**config.mk**
```make
export PLATFORM = sky130hd
export DESIGN_NAME = core_ifu_pf
export DESIGN_NICKNAME = d
export VERILOG_FILES = /design/src/rtl/core_ifu_pf.sv
export SDC_FILE = /design/constraint.sdc
export NUM_CORES = 1
export LEC_CHECK = 0
export BUFFER_PORTS_ARGS = -buffer_cell sky130_fd_sc_hd__buf_4
export CORE_MARGIN = 2
export CORE_UTILIZATION = 45
export CTS_BUF_LIST = sky130_fd_sc_hd__clkbuf_2
export DETAILED_ROUTE_END_ITERATION = 8
export PLACE_DENSITY = 0.75
export SLEW_MARGIN = 20
export SYNTH_ARGS = -nofsm -noshare
export SYNTH_HDL_FRONTEND = slang
export SYNTH_SLANG_ARGS = --single-unit
export TNS_END_PERCENT = 100
```
**constraint.sdc**
```tcl
create_clock -name clk -period 6.15 [get_ports clk]
set_clock_uncertainty 0.1 [all_clocks]
set_input_delay 0.615 -clock clk [delete_from_list [all_inputs] [get_ports clk]]
set_output_delay 0.615 -clock clk [all_outputs]
set_load 0.02 [all_outputs]
```
**src/rtl/core_ifu_pf.sv**
```systemverilog
// Prefetching instruction fetch unit.
// Issues in-order fetches to a variable-latency memory port, buffers
// returned {pc, instr} pairs in a small circular queue and hands them to ID
// over valid/ready. Redirects flush the queue and discard in-flight returns.
module core_ifu_pf #(
    parameter int unsigned     PC_W     = 64,
    parameter int unsigned     INSTR_W  = 32,
    parameter int unsigned     FQ_DEPTH = 4,
    parameter logic [PC_W-1:0] RESET_PC = PC_W'(64'h8000_0000),
    parameter int unsigned     PC_STEP  = 4
) (
    input  logic               clk,
    input  logic               rst,
    output logic               req_valid,
    input  logic               req_ready,
    output logic [PC_W-1:0]    req_addr,
    input  logic               rsp_valid,
    input  logic [INSTR_W-1:0] rsp_instr,
    input  logic               redirect_valid,
    input  logic [PC_W-1:0]    redirect_pc,
    output logic               out_valid,
    input  logic               out_ready,
    output logic [PC_W-1:0]    out_pc,
    output logic [INSTR_W-1:0] out_instr
);

    localparam int unsigned CNT_W = $clog2(FQ_DEPTH + 1);
    localparam int unsigned PTR_W = $clog2(FQ_DEPTH);

    // Architectural state
    logic [PC_W-1:0]    fetch_pc;
    logic [PC_W-1:0]    rsp_pc;
    logic [CNT_W-1:0]   outst;
    logic [CNT_W-1:0]   drop;
    logic [CNT_W-1:0]   count;
    logic [PTR_W-1:0]   rd_ptr;
    logic [PTR_W-1:0]   wr_ptr;

    // Queue storage
    logic [PC_W-1:0]    fq_pc    [FQ_DEPTH];
    logic [INSTR_W-1:0] fq_instr [FQ_DEPTH];

    // Next-state values
    logic [PC_W-1:0]    fetch_pc_n;
    logic [PC_W-1:0]    rsp_pc_n;
    logic [CNT_W-1:0]   outst_n;
    logic [CNT_W-1:0]   drop_n;
    logic [CNT_W-1:0]   count_n;
    logic [PTR_W-1:0]   rd_ptr_n;
    logic [PTR_W-1:0]   wr_ptr_n;

    logic [CNT_W:0]     in_use;
    logic               credit_ok;
    logic               issue;
    logic               push;
    logic               pop;
    logic [PC_W-1:0]    redir_pc;
    logic               unused_redir_lo;

    // Redirect targets are word aligned; the low address bits are ignored.
    assign redir_pc        = {redirect_pc[PC_W-1:2], 2'b00};
    assign unused_redir_lo = ^redirect_pc[1:0];

    // Queue slots plus in-flight requests never exceed the queue depth, so
    // every response that is kept always finds a free slot.
    assign in_use    = {1'b0, count} + {1'b0, outst};
    assign credit_ok = in_use < (CNT_W + 1)'(FQ_DEPTH);

    assign req_valid = !rst && !redirect_valid && credit_ok;
    assign req_addr  = fetch_pc;
    assign issue     = req_valid && req_ready;

    assign push = rsp_valid && !redirect_valid && (drop == '0);
    assign pop  = out_valid && out_ready && !redirect_valid;

    assign out_pc    = fq_pc[rd_ptr];
    assign out_instr = fq_instr[rd_ptr];

    // Next-state: redirect has priority over issue, response and pop.
    always_comb begin
        fetch_pc_n = fetch_pc;
        rsp_pc_n   = rsp_pc;
        outst_n    = outst;
        drop_n     = drop;
        count_n    = count;
        rd_ptr_n   = rd_ptr;
        wr_ptr_n   = wr_ptr;

        if (redirect_valid) begin
            fetch_pc_n = redir_pc;
            rsp_pc_n   = redir_pc;
            outst_n    = outst - CNT_W'(rsp_valid);
            drop_n     = outst - CNT_W'(rsp_valid);
            count_n    = '0;
            rd_ptr_n   = '0;
            wr_ptr_n   = '0;
        end else begin
            if (issue) begin
                fetch_pc_n = fetch_pc + PC_W'(PC_STEP);
            end
            outst_n = outst + CNT_W'(issue) - CNT_W'(rsp_valid);
            if (rsp_valid && (drop != '0)) begin
                drop_n = drop - CNT_W'(1);
            end
            if (push) begin
                rsp_pc_n = rsp_pc + PC_W'(PC_STEP);
                wr_ptr_n = wr_ptr + PTR_W'(1);
            end
            if (pop) begin
                rd_ptr_n = rd_ptr + PTR_W'(1);
            end
            count_n = count + CNT_W'(push) - CNT_W'(pop);
        end
    end

    // State register with synchronous reset.
    always_ff @(posedge clk) begin
        if (rst) begin
            fetch_pc  <= RESET_PC;
            rsp_pc    <= RESET_PC;
            outst     <= '0;
            drop      <= '0;
            count     <= '0;
            rd_ptr    <= '0;
            wr_ptr    <= '0;
            out_valid <= 1'b0;
        end else begin
            fetch_pc  <= fetch_pc_n;
            rsp_pc    <= rsp_pc_n;
            outst     <= outst_n;
            drop      <= drop_n;
            count     <= count_n;
            rd_ptr    <= rd_ptr_n;
            wr_ptr    <= wr_ptr_n;
            out_valid <= (count_n != '0);
        end
    end

    // Queue storage write; contents are don't-care while the slot is empty.
    always_ff @(posedge clk) begin
        if (!rst && push) begin
            fq_pc[wr_ptr]    <= rsp_pc;
            fq_instr[wr_ptr] <= rsp_instr;
        end
    end

    // Memory must never return more responses than were requested.
    always_ff @(posedge clk) begin
        if (!rst) begin
            assert (!(rsp_valid && (outst == '0)));
        end
    end

endmodule
```
==> impl_metrics.yaml <==
critical_path:
  r2r_setup_slack_ns: 2.80
  regToRegStartpoint: "rsp_pc[12]"
  r2r-end: "rsp_pc[25]"
  arrival_ns: 3.56
  r2r_cells: 7
  endpoint_kind: "primary output"
  cp_max_fo: 54
  cp.required_ns: 5.43
  worstSetupStartpointType: "register"
  path_class: "register to primary output"
drt:
  route.detailed.drc: 0
  via_count: 15411
  drt_iter0_markers: 1326
  avgViaCountPerCell: 5.65
  wl_per_cell_um: 21.0
  antenna_left: 0
  routed_wirelength_um: 57300
  drt-pass1-iter-count: 8
finish:
  num-fill-cells: 3815
  nNetsFinal: 2137
  area_growth_pct: 26.5
  drive_above_1_share_pct: 29.1
  utilization_pct: 57.4
  stdcell_count: 2727
grt:
  antenna_found_initial: 1
  grt_pass1_wl_um: 87700
  grt_pass1_vias: 15389
  grt.total_usage_pct: 23.3
  grt_max_degree: 80
  grt-ovfl-total: 0
synthesis:
  avgSynthCellArea_um2: 14.4
  yosys-top-cells-area: "edfxtp_1 52%, dfxtp_1 13%, mux4_2 9.8%"
  async_reset_ff_share_pct: 0
  synth_top_area_share_pct: 52.4
  synth_cell_types: 67
  syn-instance-count: 1498
  yosys.area.top_type: "edfxtp_1"
  ys_ff_latch: 516
  synthTopCellsByCount: "376 x edfxtp_1, 140 x dfxtp_1, 113 x nand2_1"
  synth_warnings: 0
  synth-seq-area-share_pct: 65.4
  synth_area_um2: 21500
  synth_top_flop_cell: "edfxtp_1"
  synth_edf_count: 376
  yosysMostFrequentCell: "edfxtp_1"
floorplan:
  die_w_um: 223
  initial_core_util_pct: 45.4
  core_um2: 47400
  rows: 80
  die_h_um: 223
  io_pins: 264
  dieArea_um2: 49600
sta:
  rsz0062_at_grt: "false"
  hold_violations: 0
  setup_viol: 0
  fin_crit_ns: 4.28
  fmax_ghz: 0.234
  worst_slew_pin_slew_ns: 1.09
  tns_ns: 0
  drv_slew: 0
  min_period_over_period_pct: 69.6
  timing.slew.headroom_pct: 26.6
power_and_ir_drop:
  pwr-share-seq_pct: 57.0
  power_mw: 6.91
  power_density_nw_per_um2: 254
  p_int_mw: 5.11
  pwr-share-clk_pct: 34.4
  ir_drop_v: 0.000128
  p_switching_mw: 1.81
  leakagePower_nw: 9.70
  combinationalPowerShare_pct: 8.7
  p_sw_share_pct: 26.1
clock_tree:
  cts_root_buf: "clkbuf_2"
  clkTransAtPathRegs_ns: 0.10
  numCtsBuffers: 133
  post_cts_buffers: 0
  clock-sinks: 516
  clk_latency_ns: 1.27
  cts_tree: "built"
  hold_buffers: 188
  cts.htree.levels: 4
  cts_repair_resize_count: 0
  cts.path.max_buffers: 3
hold_path:
  whs_path_depth: 4
  worstHoldStart: "redirect_pc[11]"
  worstHoldEndpoint: "req_addr[11]"
  min_path_type: "input port to register"
placement:
  placed_cells: 2306
  place.gp.congestion: 0.882
  hpwl_um: 35300
  port-buffer-count: 257
job:
  drv_cap: 0
status:
  status: "complete, no violations"
routing by layer:
metal	up-vias	wire [um]	part of all wire (%)	track usage [%]
met3	109	4990	8.7	6.47
li1	6967	-	-	-
met5	-	0	0	0
met1	7547	24200	42	31.0
met2	788	26800	47	36.6
met4	0	1330	2.3	8.51
placed cells by master, fill, tap and decap left out, types with 38 or more instances in the layout:
cell type,synthesis,final
o21ai_0,38,38
mux4_2,94,94
dfxtp_1,140,138
clkbuf_2,0,192
nand4_1,41,41
nand2_1,113,113
edfxtp_1,376,376
nor2_1,82,81
dlygate4sd3_1,0,188
nand3_1,49,49
buf_4,4,270
xnor2_1,49,49
a21oi_1,66,66
sequential cells by signal (all words and copies together), names as in the netlist, named ones only:
register	cells
wr_ptr	2
drop	3
rsp_pc	62
req_addr	62
rd_ptr	2
outst	3
count	3
out_valid	1
fq_instr	128
fq_pc	248
cell families after synthesis:
| logic type | share of synthesized area (%) |
|---|---|
| multiplexers | 10.3 |
| AND/OR/NAND/NOR | 11.7 |
| XOR/XNOR | 3.21 |
| buffers and inverters | 1.95 |
| other | 0.0174 |
| AO/OA/AOI/OAI | 6.30 |
| adder cells (fa/ha/maj) | 1.12 |
| flip-flops | 65.4 |
metrics by stage:
stage               worst slack (ns)  hold WS (ns)  instance area (um^2)
finish                          1.87         0.160                 27200
global route                    1.53        0.0534                 27200
CTS                             1.64       0.00256                 27200
detailed placement              1.90         0.389                 24100
global placement                1.91         0.378                 24100
floorplan                       2.10         0.369                 21500
how the worst max path moves through the flow:
stage / from / to / slack (ns) / cells after the start
3_3_place_gp: redirect_valid / fq_instr[0][16] / 1.91 / 4
4_1_cts: register / out_pc[21] / 1.64 / 3
2_1_floorplan: rsp_valid / fq_instr[0][0] / 2.10 / 4
6_report: register / out_pc[21] / 1.87 / 3
3_5_place_dp: redirect_valid / fq_instr[1][13] / 1.90 / 4
5_1_grt: register / out_pc[21] / 1.53 / 3
power groups by stage:
stage                     logic, mW  registers (mW)  clock network (mW)
after floorplan               0.255            4.00                   0
after global placement        0.486            4.00                   0
after detailed placement      0.495            4.01                   0
after CTS                     0.592            3.93                2.45
after global routing          0.642            3.95                2.63
final                         0.599            3.94                2.38
critical path, stage by stage, from the launching register on:
cell and delay [ns]:
dfxtp_4 0.94, buf_12 0.44, mux4_2 0.62, buf_4 0.18
layout make-up:
cell class,count,area (um^2),area share (%)
Antenna cell,2,5.00,0.0184
Clock buffer,192,961,3.53
Clock inverter,36,250,0.919
Inverter,25,95.1,0.349
Multi-Input combinational cell,879,7060,25.9
Sequential cell,516,14100,51.8
Tap cell,615,769,2.83
Timing Repair Buffer,462,4000,14.7
No activity file was read; power rests on OpenSTA's default activity.
